## src/rtl/wb_rr_arbiter.sv

```systemverilog
// Round-robin bus-cycle arbiter for one pipelined Wishbone target: grant, cyc/stb/lock gating, response routing.
// Grant is registered one cycle after the request; the grantee is stalled by the target or when OUTSTD_MAX accesses are unacknowledged.
module wb_rr_arbiter #(
    parameter int ITR_CNT    = 4,
    parameter int OUTSTD_MAX = 4
) (
    input  logic               clk_i,
    input  logic               async_rst_i,
    input  logic               sync_rst_i,
    input  logic [ITR_CNT-1:0] itr_cyc_i,
    input  logic [ITR_CNT-1:0] itr_stb_i,
    input  logic [ITR_CNT-1:0] itr_lock_i,
    output logic [ITR_CNT-1:0] itr_ack_o,
    output logic [ITR_CNT-1:0] itr_err_o,
    output logic [ITR_CNT-1:0] itr_rty_o,
    output logic [ITR_CNT-1:0] itr_stall_o,
    output logic               tgt_cyc_o,
    output logic               tgt_stb_o,
    output logic               tgt_lock_o,
    input  logic               tgt_ack_i,
    input  logic               tgt_err_i,
    input  logic               tgt_rty_i,
    input  logic               tgt_stall_i,
    output logic [ITR_CNT-1:0] gnt_o
);

    localparam int IW = $clog2(ITR_CNT);
    localparam int CW = $clog2(OUTSTD_MAX + 1);
    localparam logic [IW-1:0] LAST_RST = IW'(ITR_CNT - 1);
    localparam logic [CW-1:0] CNT_MAX  = CW'(OUTSTD_MAX);

    typedef enum logic {
        IDLE = 1'b0,
        BUSY = 1'b1
    } state_t;

    state_t             state, state_nxt;
    logic [ITR_CNT-1:0] gnt, gnt_nxt;
    logic [IW-1:0]      last, last_nxt;
    logic [CW-1:0]      cnt, cnt_nxt;
    logic [IW-1:0]      pick;
    logic [IW-1:0]      cand;
    logic               pick_vld;
    logic               full;
    logic               acc;
    logic               rsp;

    // While BUSY, last always holds the grantee index.
    always_ff @(posedge clk_i or posedge async_rst_i) begin
        if (async_rst_i) begin
            state <= IDLE;
            gnt   <= '0;
            last  <= LAST_RST;
            cnt   <= '0;
        end else if (sync_rst_i) begin
            state <= IDLE;
            gnt   <= '0;
            last  <= LAST_RST;
            cnt   <= '0;
        end else begin
            state <= state_nxt;
            gnt   <= gnt_nxt;
            last  <= last_nxt;
            cnt   <= cnt_nxt;
        end
    end

    // Walk downward so the nearest requester after last wins.
    always_comb begin
        pick     = last;
        cand     = last;
        pick_vld = 1'b0;
        for (int i = ITR_CNT; i >= 1; i--) begin
            cand = IW'((int'(last) + i) % ITR_CNT);
            if (itr_cyc_i[cand]) begin
                pick     = cand;
                pick_vld = 1'b1;
            end
        end
    end

    assign acc = tgt_cyc_o & tgt_stb_o & ~tgt_stall_i;
    assign rsp = tgt_ack_i | tgt_err_i | tgt_rty_i;

    always_comb begin
        state_nxt = state;
        gnt_nxt   = gnt;
        last_nxt  = last;
        cnt_nxt   = cnt;
        case (state)
            IDLE: begin
                if (pick_vld) begin
                    state_nxt = BUSY;
                    gnt_nxt   = {{(ITR_CNT-1){1'b0}}, 1'b1} << pick;
                    last_nxt  = pick;
                    cnt_nxt   = '0;
                end
            end
            BUSY: begin
                if (!itr_cyc_i[last]) begin
                    state_nxt = IDLE;
                    gnt_nxt   = '0;
                    cnt_nxt   = '0;
                end else if (acc && !rsp) begin
                    cnt_nxt = cnt + CW'(1);
                end else if (rsp && !acc && (cnt != '0)) begin
                    cnt_nxt = cnt - CW'(1);
                end
            end
            default: state_nxt = IDLE;
        endcase
    end

    always_comb begin
        tgt_cyc_o   = 1'b0;
        tgt_stb_o   = 1'b0;
        tgt_lock_o  = 1'b0;
        itr_stall_o = '1;
        itr_ack_o   = '0;
        itr_err_o   = '0;
        itr_rty_o   = '0;
        full        = 1'b0;
        if (state == BUSY) begin
            full              = (cnt == CNT_MAX);
            tgt_cyc_o         = itr_cyc_i[last];
            tgt_lock_o        = itr_lock_i[last];
            tgt_stb_o         = itr_cyc_i[last] & itr_stb_i[last] & ~full;
            itr_stall_o[last] = tgt_stall_i | full;
            itr_ack_o[last]   = tgt_ack_i;
            itr_err_o[last]   = tgt_err_i;
            itr_rty_o[last]   = tgt_rty_i;
        end
    end

    assign gnt_o = gnt;

endmodule

```

## config.mk

```make
export PLATFORM = sky130hd
export DESIGN_NAME = wb_rr_arbiter
export DESIGN_NICKNAME = d
export VERILOG_FILES = /design/src/rtl/wb_rr_arbiter.sv
export SDC_FILE = /design/constraint.sdc
export NUM_CORES = 1
export LEC_CHECK = 0
export ABC_CLOCK_PERIOD_IN_PS = 2900
export CAP_MARGIN = 20
export CORE_UTILIZATION = 42
export CTS_BUF_LIST = sky130_fd_sc_hd__clkbuf_16
export DETAILED_ROUTE_END_ITERATION = 12
export PLACE_DENSITY_LB_ADDON = 0.12
export SLEW_MARGIN = 30
export SYNTH_ARGS = -nofsm -noshare
export SYNTH_HDL_FRONTEND = slang
export SYNTH_SLANG_ARGS = --single-unit
```

## constraint.sdc

```tcl
create_clock -name clk_i -period 2.9 [get_ports clk_i]
set_clock_uncertainty 0.15 [all_clocks]
set_input_delay 0.29 -clock clk_i [delete_from_list [all_inputs] [get_ports clk_i]]
set_output_delay 0.29 -clock clk_i [all_outputs]
set_load 0.01 [all_outputs]
```

Yosys cells after proc, flatten, opt, wreduce, memory -nomap -nowiden

Index checks and enable logic that the tools add are counted.
Widths: inputs -> output; s select.

Add/sub/neg operators: 6
Divide/modulo/power cells: 0
Bitwise gates (word level): 15
Eq/ne operators: 5
Reductions and logical operators: 11
Multiply operators: 0
Multiplexer cells: 48
Shifts and indexed selects: 1
Magnitude comparators: 6

Operators by type and width:

| kind                | number |
|---|---|
| $mux 4              | 7 |
| $mux 1              | 18 |
| $lt 2x3->1 const B  | 5 |
| $mux 3              | 5 |
| $bmux 1 s2          | 7 |
| $mux 2              | 7 |
| $and 4x4->4         | 3 |
| $pmux 4 s2          | 1 |
| $ne 3x3->1 const B  | 2 |
| $pmux 3 s2          | 1 |
| $reduce_and 2->1    | 3 |
| $ne 5x3->1 const B  | 1 |
| $add 2x1->2 const B | 2 |
| $add 2x2->2 const B | 2 |
| $and 1x1->1         | 4 |
| $logic_and 1x1->1   | 4 |
| $not 4->4           | 1 |
| $or 4x4->4          | 1 |
| $shl 1x2->4 const A | 1 |
| $add 3x1->3 const B | 1 |
| $eq 3x3->1 const B  | 1 |
| $not 1->1           | 3 |
| $or 1x1->1          | 3 |
| $reduce_bool 3->1   | 1 |
| 7 further kinds     | 8 |

Bits in latches: 0
Flip-flop bits (word level): 10
Memories kept: 0
Output and inout bits: 23
ROM bits: 0
Memory bits (writable): 0

Depth between registers and ports, before layout

Depth after elaboration: 15
Depth in mapped cells: 10
Gate-level depth less buffers: 9

Worst setup path after synthesis

OpenSTA, ideal clock, no wires.

Path type: flip-flop to flip-flop
From: register last[0]
To: register cnt[2]
Buffers on the path: 1
Data required time: 2.623 ns
Cell stages (with the launch flop): 9
Period minus slack after synthesis: 2.548 ns
Setup slack: 0.352 ns
Arrival: 2.270 ns
Setup time: 0.127 ns
Cells stage by stage: dfstp_2 buf_6 mux4_2 and4b_4 fa_1 nor2_1 and4_1 o31a_1 o21ai_1

Longest elaborated chain between the ends: 12
Elaborated cells on any way between the ends: 37
Those cells by class: add/sub: 4; eq/ne: 2; mux: 22; bitwise: 4; reduce/logical: 5

Ends and longest elaborated chain:

| item                                                        | RTL line      | source |
|---|---|---|
| from (decl)                                                 | 39            | `logic [IW-1:0] last, last_nxt;` |
| from (signal assigned)                                      | 63            | `last <= last_nxt;` |
| $bmux 1 s2, on equally long branches                        | 100, 125, 127 |  |
| $mux 1, on equally long branches                            | 100, 125, 127 |  |
| $and 1x1->1 (2 in series)                                   | 127           | `tgt_stb_o = itr_cyc_i[last] & itr_stb_i[last] & ~full;` |
| $mux 1                                                      | 123           | `if (state == BUSY) begin` |
| $and 1x1->1 (2 in series)                                   | 82            | `assign acc = tgt_cyc_o & tgt_stb_o & ~tgt_stall_i;` |
| $logic_and 1x1->1 / $logic_not 1->1 (equally long branches) | 104, 106      |  |
| $mux 3 / $logic_and 1x1->1 (equally long branches)          | 104, 106      |  |
| $mux 3 / $logic_and 1x1->1 (equally long branches)          | 100, 106      |  |
| $pmux 3 s2 / $ne 5x3->1 (equally long branches)             | --            |  |
| $mux 3 / $reduce_and 2->1 (equally long branches)           | --            |  |
| to (signal assigned)                                        | 64            | `cnt <= cnt_nxt;` |
| to (decl)                                                   | 40            | `logic [CW-1:0] cnt, cnt_nxt;` |

Several ways; a longest one is shown, not always the timed one. The select of a mux whose other input is x is not followed.
A chain may end at the register's enable or synchronous reset.

Worst setup path after layout

Ends and elaborated chain as after synthesis.

==> results.toml <==
[run_status]
status = "completed"

[setup_path]
path_max_fanout = 10
r2r_setup_slack_ps = 240
crit_buf_inv = 0
path_cells = "mux4_2 > and4b_4 > fa_1 > nor2_1 > and4_1 > o31a_1 > o21ai_1"
crit_arrival_ps = 2630
max_stage_delay_ps = 670
cpLargestDelayFamily = "flip-flops"
critPathLaunch = "last[0]$_DFFE_PP1P_"
crit_type = "reg -> reg"
required_ps = 2870
slowest_stage = "dfstp_2"
r2r_start = "last[0]$_DFFE_PP1P_"
start_kind = "flip-flop"
end_kind = "flip-flop"
r2r-end = "cnt[2]$_DFFE_PP0P_"
reg2regPathDepth = 7

[global_route]
grt_first_pass_wirelength_um = 4091
grt_pass1_vias = 928
grt-ovfl-total = 0
grt.total_usage = 0.2165
grt_max_degree = 23
antenna_found_initial = 0

[drt]
antenna_left = 0
wire_per_inst_um = 13.92
drtIter0Drc = 15
vias = 993
wl_um = 2450
drc = 0
routed_via_density = 5.642
drtPass1Iterations = 6

[placement]
portBuffers = 41
gp_congestion = 0.8239
place_hpwl_um = 1994
post-place-ws_ps = 176.5

[die]
coreArea_sq_um = 2062
pin_count = 42
start_util = 0.4678
num_rows = 16
die_y_um = 49.93
design.die.area_sq_um = 2493
die_w_um = 49.93

[timing]
setup_ws_ps = 235.3
setup_tns_ps = 0
rsz0062_at_grt = "false"
slew_violations = 0
hold_viol_final = 0
period_minus_slack_ps = 2665
fin_crit_sh = 0.9189
maxSlewHeadroom = 0.6255
setup_viol = 0
tightest_slew_ps = 560.6
max_freq_mhz = 375.3

[layout]
area.growth.synth_to_final_pct = 52.53
layout-drive-gt1-share = 0.1208
layout_commonest_cell = "clkdlybuf4s50_1"
final_cell_mix = "clkdlybuf4s50_1, and3_1, nand2_1, inv_1, dfrtp_1"
diodes = 0
layout.nets = 175
fillers = 162

[cts]
cts_buffer_depth = 2
cts_resized = 0
htreeDepth = 1
worstSkewPairLatency_ps = 240
clkTransAtPathRegs_ps = 40
cts_setup_buffers = 0
cts_sinks = 10
cts_hold_buf = 0
numCtsBuffers = 3
cts_tree = "done"
root_buffer = "clkbuf_16"

[pwr]
total_power_uw = 800.8
power_leakage_uw = 0.0006485
p_per_area_nw_per_um2 = 544.2
vdd.ir_drop.worst_mv = 0.6241

[yosys]
synth-simple-area-share = 0.2711
synth_top_family_by_area = "simple AND/OR/NAND/NOR gates"
synth_xor_area_frac = 0
synth_fa_ha_area_frac = 0.07263
synth_top_cell_area_share = 0.2075
netlist_instances = 108
synth_top_cell_by_area = "dfrtp_1"
ys_warn_count = 0
synth_seq_cells = 10
synth.mux.area_fraction = 0.1427
synth-compound-area-share = 0.1881
seq_area_frac_synth = 0.2620
ys_top_cells_by_area = "dfrtp_1, and3_1, mux2i_1"
syn_area_sq_um = 964.7
synth.distinct_cells = 43
syn_nets = 132
syn_area_per_cell_sq_um = 8.932

[min_path]
hp-class = "in -> async"

[job]
max_cap_violations = 0
-- worst max-delay path by stage --
stage                         end  slack (ps)  depth (start not counted)
2_1_floorplan  cnt[2]$_DFFE_PP0P_         350                          8
3_3_place_gp   cnt[2]$_DFFE_PP0P_         290                         10
3_5_place_dp   cnt[2]$_DFFE_PP0P_         180                         10
4_1_cts        cnt[2]$_DFFE_PP0P_         210                          7
5_1_grt        cnt[2]$_DFFE_PP0P_         110                          7
6_report       cnt[2]$_DFFE_PP0P_         240                          7
-- where the power goes --
group	internal (uW)	leakage, uW	total (uW)	switching [uW]
Clock	178	0.0000370	238	59.4
Sequential	166	0.000130	199	32.8
Combinational	195	0.000482	364	169
Total	539	0.000648	801	261
-- worst reg2reg max path: cells and delay by family (launching register included) --
kind / cells / cell delay (ps)
AND/OR/NAND/NOR: 3 / 570
AO/OA/AOI/OAI: 2 / 180
adder cells (fa/ha/maj): 1 / 390
multiplexers: 1 / 600
flip-flops: 1 / 670
-- cells in the mapped netlist (all sizes together) --
master,number
and3,13
nand2,11
inv,9
dfrtp,8
mux2i,7
nor2,5
o21ai,5
ha,4
nand3,4
o31ai,4
clkbuf,3
mux4,3
buf,2
dfstp,2
nand2b,2
o211ai,2
o31a,2
or3,2
a21oi,1
a22oi,1
a2bb2oi,1
a311oi,1
a31o,1
a31oi,1
and2,1
and4,1
and4b,1
fa,1
nor2b,1
nor4,1
o2111ai,1
o221ai,1
o22a,1
o22ai,1
o2bb2ai,1
or2,1
or3b,1
or4,1
-- per-stage QoR --
| step | util | area, sq um | cells | hold WS [ps] |
|---|---|---|---|---|
| 4_1_cts | 0.7136 | 1471 | 176 | 187.1 |
| 5_1_grt | 0.7136 | 1471 | 176 | 258.6 |
| 2_1_floorplan | - | 964.7 | 108 | -21.25 |
| 3_5_place_dp | 0.6772 | 1396 | 173 | 321.0 |
| 3_3_place_gp | 0.6772 | 1396 | 173 | 319.2 |
| 6_report | 0.7136 | 1471 | 176 | 173.1 |
-- metal layers --
metal / vias up / track usage / wire length (um) / share of wire
li1: 492 / - / - / -
met1: 468 / 0.2677 / 1111 / 0.45
met5: - / 0 / 0 / 0
met3: 2 / 0.05864 / 143 / 0.058
met4: 0 / 0.04286 / 17 / 0.0069
met2: 31 / 0.3739 / 1177 / 0.48
-- cell type report --
type	count	area, sq um	area share
Inverter	9	33.78	0.02296
Tap cell	27	33.78	0.02296
Clock buffer	3	75.07	0.05102
Multi-Input combinational cell	84	650.6	0.4422
Timing Repair Buffer	43	425.4	0.2891
Sequential cell	10	252.7	0.1718
-- logic make-up after synthesis --
| group | after synthesis |
|---|---|
| AO/OA/AOI/OAI | 24 |
| adder cells (fa/ha/maj) | 5 |
| buffers and inverters | 14 |
| flip-flops | 10 |
| multiplexers | 10 |
| AND/OR/NAND/NOR | 45 |
-- sequential cells by signal (all words and copies together) (netlist names) --
| register | cells |
|---|---|
| gnt_o | 4 |
| cnt | 3 |
| last | 2 |
| state | 1 |
Power figures use the tool's default switching activity.
==> patch: new RTL, same settings <==
Change the parameter `ITR_CNT` from 4 to 8.
--- a/src/rtl/wb_rr_arbiter.sv
+++ b/src/rtl/wb_rr_arbiter.sv
@@ -1,7 +1,7 @@
 // Round-robin bus-cycle arbiter for one pipelined Wishbone target: grant, cyc/stb/lock gating, response routing.
 // Grant is registered one cycle after the request; the grantee is stalled by the target or when OUTSTD_MAX accesses are unacknowledged.
 module wb_rr_arbiter #(
-    parameter int ITR_CNT    = 4,
+    parameter int ITR_CNT    = 8,
     parameter int OUTSTD_MAX = 4
 ) (
     input  logic               clk_i,
Ports: changed (8 resized); port bits go from 42 to 74. The function was not compared with the original's and may differ.
==> patch against the original RTL <==
The run now ends with negative setup slack left; critical path depth increased by 5; setup slack got worse by 0.52 ns; power increased to 5.6 times the old value; area after synthesis increased by 130%; sequential cell count increased by 5; clock power increased by 14%; cell count increased by 140%; final area increased to 2.5 times the old value; via count increased by 140%; utilization increased by 5.8 points; routed wire length increased to 2.8 times the old value; first-iteration DRC count increased to 9.9 times the old value; sequential share of layout area decreased by 7.0 points; critical endpoint unchanged; largest cell class unchanged; highest routed layer unchanged.
==> patch: results (changes against the original RTL) <==
Critical Path AT=3.20 ns (+0.57 ns); Layout Nets=393 (+120%); DR pass1 iterations=4 (-2); Post-Route M1 WL=2.74 mm (+150%); CP max stage delay=0.58 ns (-0.09 ns); first-pass GRT wire length=10.7 mm (+160%); Synth top cells by count=nor2_1, nand2_1, mux4_2; met3 wire len=553 microns (+290%); Slew HR=0.622 (-0.00349); combinational share of power=0.860 (+0.405); Setup Buffers After CTS=18 (+18); DR WL met2=3.43 mm (+190%); critical-path maximum fanout=6 (-4); met1 Resource Use GR=0.324 (+0.0561); Post-Synth XOR/XNOR Area=0.0288 (+0.0288); grt met2 use=0.450 (+0.0757); largest family of logic cells by synthesized area=multiplexers; Leak=1.55 nW (+140%); GRT Util Overall=0.255 (+0.0387); GR Util met3=0.0494 (-0.00926); Synth Area in Compound Gates=0.183 (-0.00478); Final setup viols=15 (+15); status=finished, violations left; Netlist cell types=59 (+37%); failing checks=negative setup slack; FILL cells=334 (+110%); share of cells above drive strength 1=0.398 (+0.277); slack of the critical path=-0.287 ns (-0.522 ns)
==> patch: metrics by stage <==
step / std cells / hold slack [ns] / util / setup slack, ns / total power, mW
after floorplan: 229 / 0.0393 / - / -0.322 / 2.51
after global placement: 397 / 0.333 / 0.680 / -0.211 / 3.33
after detailed placement: 397 / 0.336 / 0.680 / -0.240 / 3.34
after CTS: 418 / 0.268 / 0.744 / -0.230 / 4.05
after global routing: 421 / 0.310 / 0.771 / -0.385 / 4.72
final: 421 / 0.246 / 0.771 / -0.287 / 4.45
==> patch: cell type report <==
class / instances / area [sq um] / area share
Clock buffer: 3 / 75.1 / 0.0201
Clock inverter: 1 / 7.51 / 0.00201
Inverter: 17 / 71.3 / 0.0191
Multi-Input combinational cell: 184 / 1850 / 0.494
Sequential cell: 15 / 379 / 0.101
Tap cell: 67 / 83.8 / 0.0224
Timing Repair Buffer: 134 / 1270 / 0.341
